## config.mk

```make
export PLATFORM = sky130hd
export DESIGN_NAME = b16_sip_feeder
export DESIGN_NICKNAME = d
export VERILOG_FILES = /design/src/rtl/b16_sip_feeder.sv
export SDC_FILE = /design/constraint.sdc
export NUM_CORES = 1
export LEC_CHECK = 0
export BUFFER_PORTS_ARGS = -buffer_cell sky130_fd_sc_hd__buf_4
export CELL_PAD_IN_SITES_DETAIL_PLACEMENT = 1
export CELL_PAD_IN_SITES_GLOBAL_PLACEMENT = 1
export CORE_MARGIN = 5
export CORE_UTILIZATION = 47
export CTS_CLUSTER_SIZE = 14
export DETAILED_ROUTE_END_ITERATION = 10
export HOLD_SLACK_MARGIN = 0.15
export PLACE_DENSITY = 0.88
export SYNTH_ARGS = -nofsm -noshare
export SYNTH_HDL_FRONTEND = slang
export SYNTH_SLANG_ARGS = --single-unit
```

## constraint.sdc

```tcl
create_clock -name clk -period 4.5 [get_ports clk]
set_input_delay 0.45 -clock clk [delete_from_list [all_inputs] [get_ports clk]]
set_output_delay 0.45 -clock clk [all_outputs]
set_load 0.01 [all_outputs]
```

## src/rtl/b16_sip_feeder.sv

```systemverilog
// ---------------------------------------------------------------------------
// b16_sip_feeder
//
// Operand sequencer for the 16-lane bit-serial inner-product stage. Accepts one
// operand set (parallel activation words + serial operand words) per
// valid/ready transfer. It double-buffers sets (active + shadow), holds the
// active activation words on lane_act, and streams the serial operands
// MSB-first, one bit per lane per cycle, with no bubbles between frames.
//
// Ports:
//   clk        clock, all state on rising edge
//   rst_n      asynchronous active-low reset
//   s_valid    operand set offered
//   s_ready    feeder can accept a set (= shadow slot empty)
//   s_act      LANES x W_ACT activation words, lane i at [i*W_ACT +: W_ACT]
//   s_ser      LANES x W_SER serial operand words, lane i at [i*W_SER +: W_SER]
//   lane_act   parallel operand bus to the inner-product stage
//   lane_bit   current serial bit per lane (0 when idle)
//   bit_valid  lane_bit carries a live bit
//   first      live bit is the MSB of a frame
//   last       live bit is the LSB of a frame
//   busy       frame streaming or shadow set held
// ---------------------------------------------------------------------------
module b16_sip_feeder #(
    parameter int LANES = 16,
    parameter int W_ACT = 16,
    parameter int W_SER = 8
) (
    input  logic                     clk,
    input  logic                     rst_n,
    input  logic                     s_valid,
    output logic                     s_ready,
    input  logic [LANES*W_ACT-1:0]   s_act,
    input  logic [LANES*W_SER-1:0]   s_ser,
    output logic [LANES*W_ACT-1:0]   lane_act,
    output logic [LANES-1:0]         lane_bit,
    output logic                     bit_valid,
    output logic                     first,
    output logic                     last,
    output logic                     busy
);

    localparam int CW = (W_SER > 1) ? $clog2(W_SER) : 1;
    localparam logic [CW-1:0] CNT_LAST = CW'(W_SER - 1);

    typedef enum logic {IDLE = 1'b0, STREAM = 1'b1} state_t;

    state_t                   state_reg, state_next;
    logic [CW-1:0]            cnt_reg, cnt_next;
    logic                     shad_full_reg, shad_full_next;
    logic [LANES*W_ACT-1:0]   act_reg, act_shad_reg;
    logic [LANES*W_SER-1:0]   ser_reg, ser_shad_reg;

    logic                     xfer;
    logic                     load_act_from_in;
    logic                     load_act_from_shad;
    logic                     load_shad;
    logic [CW-1:0]            bit_idx;

    // Ready depends only on the shadow flag, never on s_valid.
    assign s_ready = !shad_full_reg;
    assign xfer    = s_valid && !shad_full_reg;

    always_comb begin
        state_next         = state_reg;
        cnt_next           = cnt_reg;
        shad_full_next     = shad_full_reg;
        load_act_from_in   = 1'b0;
        load_act_from_shad = 1'b0;
        load_shad          = 1'b0;
        case (state_reg)
            IDLE: begin
                if (xfer) begin
                    load_act_from_in = 1'b1;
                    cnt_next         = '0;
                    state_next       = STREAM;
                end
            end
            STREAM: begin
                if (cnt_reg != CNT_LAST) begin
                    cnt_next = cnt_reg + 1'b1;
                    if (xfer) begin
                        load_shad      = 1'b1;
                        shad_full_next = 1'b1;
                    end
                end else if (shad_full_reg) begin
                    // Shadow promotes on the LSB edge; s_ready is low so no
                    // new transfer can collide with it.
                    load_act_from_shad = 1'b1;
                    shad_full_next     = 1'b0;
                    cnt_next           = '0;
                end else if (xfer) begin
                    // Offer arriving exactly on the LSB edge bypasses the
                    // shadow and keeps the stream gapless.
                    load_act_from_in = 1'b1;
                    cnt_next         = '0;
                end else begin
                    state_next = IDLE;
                    cnt_next   = '0;
                end
            end
            default: begin
                state_next = IDLE;
                cnt_next   = '0;
            end
        endcase
    end

    always_ff @(posedge clk or negedge rst_n) begin
        if (!rst_n) begin
            state_reg     <= IDLE;
            cnt_reg       <= '0;
            shad_full_reg <= 1'b0;
            act_reg       <= '0;
            ser_reg       <= '0;
            act_shad_reg  <= '0;
            ser_shad_reg  <= '0;
        end else begin
            state_reg     <= state_next;
            cnt_reg       <= cnt_next;
            shad_full_reg <= shad_full_next;
            if (load_act_from_in) begin
                act_reg <= s_act;
                ser_reg <= s_ser;
            end else if (load_act_from_shad) begin
                act_reg <= act_shad_reg;
                ser_reg <= ser_shad_reg;
            end
            if (load_shad) begin
                act_shad_reg <= s_act;
                ser_shad_reg <= s_ser;
            end
        end
    end

    // MSB-first: bit index counts down as cnt counts up.
    assign bit_idx = CNT_LAST - cnt_reg;

    genvar gi;
    generate
        for (gi = 0; gi < LANES; gi++) begin : g_lane
            logic [W_SER-1:0] ser_word;
            assign ser_word     = ser_reg[gi*W_SER +: W_SER];
            assign lane_bit[gi] = (state_reg == STREAM) ? ser_word[bit_idx] : 1'b0;
        end
    endgenerate

    assign lane_act  = act_reg;
    assign bit_valid = (state_reg == STREAM);
    assign first     = bit_valid && (cnt_reg == '0);
    assign last      = bit_valid && (cnt_reg == CNT_LAST);
    assign busy      = bit_valid || shad_full_reg;

endmodule

```

==> results of run 1 <==
[cell families after synthesis]
kind of cell             synth area share [%]
adder cells (fa/ha/maj)                 0.144
AND/OR/NAND/NOR                          4.77
multiplexers                             14.6
buffers and inverters                    4.77
flip-flops                               55.8
AO/OA/AOI/OAI                            20.0
[worst max-delay path by stage]
stage	startpoint	endpoint	slack [ps]	cells after the start
global placement	cnt_reg[1]	ser_reg[28]	1490	6
global route	cnt_reg[1]	lane_act[55]	430	6
detailed placement	cnt_reg[1]	lane_act[147]	1300	6
finish	cnt_reg[1]	lane_act[55]	400	6
CTS	cnt_reg[1]	first	920	6
floorplan	cnt_reg[2]	lane_bit[11]	2500	5
[area by class of cell]
cell class / count / share of cell area, %
diodes: 52 / 0.277
clock inverters: 34 / 0.827
inverters: 4 / 0.0320
multi-input cells: 2029 / 29.3
flip-flops and latches: 773 / 41.2
clock buffers: 122 / 5.15
repair buffers: 1118 / 20.6
well taps: 959 / 2.56
[where the power goes]
part,internal (mW),leakage [nW],switching [mW]
clock network,4.08,1.37,3.48
logic,6.66,9.83,11.6
registers,10.6,9.31,3.40
total,21.3,20.5,18.5
[layer usage]
| metal | track usage [%] | routed length [um] | up-vias |
|---|---|---|---|
| met5 | 0 | 182 | - |
| met4 | 33.5 | 20700 | 8 |
| met3 | 13.1 | 21500 | 1441 |
| met1 | 47.2 | 59600 | 17822 |
| li1 | - | - | 13095 |
| met2 | 70.3 | 86700 | 3567 |
[repair_timing]
item                       CTS  global route
hold endpoints to repair   742             0
setup endpoints to repair    0             0
hold buffers               386             0
buffers inserted             0             0
[worst max-delay path, stage by stage, from the launching register on]
cell and delay [ps]:
dfrtp_1 1050, ha_1 360, ha_1 270, nand2b_4 640, buf_4 390, a21oi_1 140, o31ai_1 1000
[layout by cell type (no fill, tap or decap), types with 4 or more instances in the layout]
cell	count
mux2_1	108
nor2_1	385
diode_2	52
dfrtp_1	771
a21oi_1	384
o21ai_0	388
mux2_2	276
clkbuf_16	85
ha_1	4
o31ai_2	10
o31ai_1	374
buf_12	25
clkinv_2	16
clkinvlp_4	6
a21boi_0	16
bufinv_16	5
dlygate4sd3_1	386
buf_4	706
mux4_2	32
clkbuf_8	15
nand2_1	40
clkbuf_1	22
==> parameters.txt, run 1 <==
Parameter                              Value

Placement
  Worst setup slack after placement    roughly 1300 ps
  Total of buffers placed on input and output ports    663
  GPL Wtd Cong    between 0.8 and 0.9
  DPL Wire Length    78400 um
  # placed instances    around 4.5k
  Placed Instance Area    around 40000 sq um

Global routing
  Global-route wire length before repair    roughly 260000 um
  Initial antenna violation count    38
  GRT overflow    0
  Overall Global Routing Usage    43.1%
  Maximum number of pins on one net before global-route repair    approximately 220
  Vias in the first global route    approximately 38k

Die
  Die span in y    about 280 um
  Overall die width    approximately 280 um
  Number of placement rows    between 90 and 100
  Effective utilization at floorplan    a little under half
  Floorplan die area    approximately 80000 sq um
  Area of the placeable core    between 70000 and 80000 sq um
  Number of top-level pins    roughly 660

Clock tree
  CTS tree    done
  Skew-Pair Late Insertion Delay    660 ps
  Maximum clock insertion buffer count    3
  Register clock-pin slew on the reported worst setup and hold paths    around 70 ps
  Clock buffer count from CTS    85
  Number of H-tree branching levels    3
  Sinks on the clock net    slightly below 800
  Buffer type at the clock tree root    clkbuf_16
  Post-cts sizing count    0

STA
  Setup TNS    0 ps
  Achievable frequency    approximately 0.24 GHz
  Worst-Margin Slew    roughly 1200 ps
  Worst hold slack after final layout    roughly 450 ps
  Number of pins with negative max-slew slack in the final report    0
  Hold Vio Cnt, Final    0
  Setup repair after global routing missed its margin    no
  Ratio of final minimum period to clock period    about nine tenths
  Setup slack of the critical path after layout    just over 400 ps
  Minimum clock period    4100 ps
  Worst max-slew margin expressed relative to the limit    about 17%
  Clk_skew    between 30 and 40 ps
  Setup Viol. Count Final    0

Job
  Max-cap violations    0

Setup path
  Launch point of the worst reg-to-reg path    cnt_reg[1]
  Critical Path Source Type    register
  Register-to-register setup slack    400 ps
  Arrival time worst endpoint    between 4000 and 5000 ps
  Crit Reg-Reg Endpoint    lane_act[55]
  Count of cells along the worst register-to-register path    6
  Type of element capturing the critical path    register
  Required time of the worst setup path    about 4900 ps
  Peak fanout along the critical path    39
  CP Class    reg -> reg

Cells and area
  Number of inserted filler cells in the final layout    roughly 7.4k
  Number of standard cells in the final layout excluding fillers    between 5k and 6k
  Area occupied by multi-input gates    around 14000 sq um
  Final instance area    approximately 47000 sq um
  Total area of sequential cells    19300 sq um
  Share of the core filled with cells    between 60% and 70%
  Fraction of final layout cells sized beyond drive strength 1    29.3%
  Area growth from synthesis to layout    35.3%
  Number of nets in the layout    4402

Logic synthesis
  Seq/Total Area, Yosys    between 50% and 60%
  Most frequent cells after synthesis    dfrtp_1 (773), o21ai_0 (388), nor2_1 (386)
  Cell area after synthesis    34700 sq um
  Most repeated cell in the gate-level netlist after synthesis    dfrtp_1
  Post-Syn Instances    between 3k and 4k
  Post-synth EDFFs    0
  Main area contributors after synthesis    dfrtp_1 (56%), mux2_2 (9.0%), o31ai_1 (8.1%)
  Number of distinct library cell variants in the gate-level netlist after synthesis    27
  Prevailing post-synth register cell    dfrtp_1
  Net count after synthesis    3510
  Number of synthesized register bits    773
  Proportion of register bits with asynchronous set or reset after synthesis    100%
  Cell type with the largest total area after synthesis    dfrtp_1
  Number of synthesis warnings    0
  Post-synth top area share    between 50% and 60%
  Avg Cell Area, Syn    between 10 and 15 sq um

Routing
  Pre-antenna DRT Iters    6
  Total vias in the final route    35.9k
  Per-cell routed wire length    37.1 um
  1st-iter DRT viols    ~5.4k
  Number of nets still failing antenna checks after routing    0
  Overall routed net length    ~190000 um
  Count of unresolved DRC violations after routing    0
  Per-cell via count in the routed design    just over 7

Pwr
  Leak    approximately 21 nW
  Total power    ~40 mW
  Pwr/cell area    848 nW/um^2
  Max VDD drop    between 0.6 and 0.7 mV

Min path
  Worst hold path class    in -> async

Outcome
  Result of the run    finished clean
No activity file was read; power rests on OpenSTA's default activity.
==> run 2, diff against run 1 <==
--- a/config.mk
+++ b/config.mk
@@ -9,11 +9,11 @@
 export CELL_PAD_IN_SITES_DETAIL_PLACEMENT = 1
 export CELL_PAD_IN_SITES_GLOBAL_PLACEMENT = 1
 export CORE_MARGIN = 5
-export CORE_UTILIZATION = 47
+export CORE_UTILIZATION = 25
 export CTS_CLUSTER_SIZE = 14
 export DETAILED_ROUTE_END_ITERATION = 10
 export HOLD_SLACK_MARGIN = 0.15
-export PLACE_DENSITY = 0.88
+export PLACE_DENSITY = 0.54
 export SYNTH_ARGS = -nofsm -noshare
 export SYNTH_HDL_FRONTEND = slang
 export SYNTH_SLANG_ARGS = --single-unit
==> parameters.txt, run 2 (same netlist as run 1, synthesis figures left out) <==
Parameter                              Value

STA
  Achievable frequency    0.290 GHz
  Worst-Margin Slew    approximately 1300 ps
  Hold Vio Cnt, Final    0
  Setup TNS    0 ps
  Setup slack of the critical path after layout    ~1100 ps
  Worst max-slew margin expressed relative to the limit    15.4%
  Worst hold slack after final layout    319 ps
  Number of pins with negative max-slew slack in the final report    0
  Setup Viol. Count Final    0
  Setup repair after global routing missed its margin    no
  Ratio of final minimum period to clock period    between 70 and 80%
  Clk_skew    around 25 ps
  Minimum clock period    around 3400 ps

Pwr
  Total power    about 36 mW
  Max VDD drop    roughly 0.52 mV
  Leak    slightly above 20 nW
  Pwr/cell area    744 nW/um^2

Clock tree
  Register clock-pin slew on the reported worst setup and hold paths    60 ps
  Skew-Pair Late Insertion Delay    approximately 700 ps
  Post-CTS Setup Inserts    0
  Clock buffer count from CTS    95
  Buffer type at the clock tree root    clkbuf_16
  Sinks on the clock net    773
  Post-cts sizing count    0
  Maximum clock insertion buffer count    3
  CTS tree    done
  Number of H-tree branching levels    3

Routing
  Total vias in the final route    28.9k
  Number of nets still failing antenna checks after routing    0
  Per-cell via count in the routed design    about 4.9
  Overall routed net length    around 130000 um
  Per-cell routed wire length    roughly 22 um
  1st-iter DRT viols    around 1.3k
  Count of unresolved DRC violations after routing    0
  Pre-antenna DRT Iters    5

Cells and area
  Fraction of final layout cells sized beyond drive strength 1    between 20% and 30%
  Number of standard cells in the final layout excluding fillers    5916
  Area growth from synthesis to layout    39.7%
  Leading cell type in the layout, fill and taps excluded    dfrtp_1
  Final instance area    48400 sq um
  Share of the core filled with cells    35.2%
  Most frequent cells in the layout    dfrtp_1 (770), buf_4 (695), o21ai_0 (388)
  Number of nets in the layout    4410

Setup path
  Peak fanout along the critical path    22
  Crit path max-delay cell type    dfrtp_2
  Cell occurring most often along the worst timing path    buf_4
  Type of element capturing the critical path    primary output
  Chain of cells forming the critical path    buf_4 > mux4_2 > nand2_1 > a21boi_0 > buf_4
  Arrival time worst endpoint    2990 ps
  Critical Path Source Type    register
  Largest incremental delay on the critical path    between 800 and 900 ps
  CP Class    reg -> out
  Required time of the worst setup path    about 4100 ps

Job
  Max-cap violations    0

Die
  Area of the placeable core    between 100000 and 150000 sq um
  Die span in y    around 380 um
  Number of top-level pins    around 660
  Overall die width    382 um
  Number of placement rows    around 140
  Floorplan die area    about 150000 sq um
  Effective utilization at floorplan    roughly a quarter

Global routing
  Overall Global Routing Usage    17.4%
  Global-route wire length before repair    about 200000 um
  Maximum number of pins on one net before global-route repair    ~160
  GRT overflow    0
  Vias in the first global route    between 30k and 40k
  Initial antenna violation count    33

Placement
  DPL Wire Length    a little under 80000 um
  Total of buffers placed on input and output ports    about 660
  Placed Instance Area    between 40000 and 50000 sq um
  GPL Wtd Cong    0.735
  Worst setup slack after placement    around 1500 ps
  # placed instances    around 5.3k

Outcome
  Result of the run    finished clean

Min path
  Worst hold path class    in -> async
==> run 2: path summary, 6_finish.rpt <==
| check | start | endpoint | slack [ps] | cells after the start |
|---|---|---|---|---|
| max | cnt_reg[2] | lane_bit[11] | 1060 | 5 |
| min | rst_n | act_shad_reg[15] | 320 | 2 |
| max reg2reg | cnt_reg[2] | lane_act[58] | 1450 | 6 |
| min reg2reg | act_shad_reg[206] | act_shad_reg[206] | 480 | 1 |
| max in group asynchronous | rst_n | act_shad_reg[150] | 2880 | 3 |
| min in group clk | act_shad_reg[206] | act_shad_reg[206] | 480 | 1 |
==> run 2: critical path: cells and delay by family, from the launching register on <==
family | cells | cell delay [ps]
flip-flops | 1 | 870
buffers and inverters | 2 | 660
AO/OA/AOI/OAI | 1 | 390
multiplexers | 1 | 300
AND/OR/NAND/NOR | 1 | 60
==> run 2: layer usage <==
layer	up-vias	track usage [%]	wire length [um]
met3	177	4.23	7350
li1	13146	-	-
met4	18	4.83	3280
met1	14874	23.3	58600
met2	676	28.3	62300
met5	-	0	119
==> run 2: layout make-up <==
cell class / count / area, sq um
Sequential cell: 773 / 19300
Antenna cell: 26 / 65.1
Clock inverter: 27 / 362
Fill cell: 15161 / 89200
Multi-Input combinational cell: 2029 / 13700
Tap cell: 1794 / 2240
Timing Repair Buffer: 1116 / 9780
Inverter: 4 / 15.0
Clock buffer: 147 / 2900
==> run 2: what timing repair did <==
action                                 in CTS  in global routing
endpoints found under the hold margin     817                  0
hold buffers                              386                  0
setup endpoints to repair                   0                  0
==> run 2: power breakdown <==
| group | total (mW) | internal [mW] | leakage [nW] | switching (mW) |
|---|---|---|---|---|
| Sequential | 12.4 | 10.5 | 9.31 | 1.90 |
| Clock | 7.98 | 4.77 | 1.59 | 3.21 |
| Combinational | 15.6 | 6.69 | 9.85 | 8.90 |
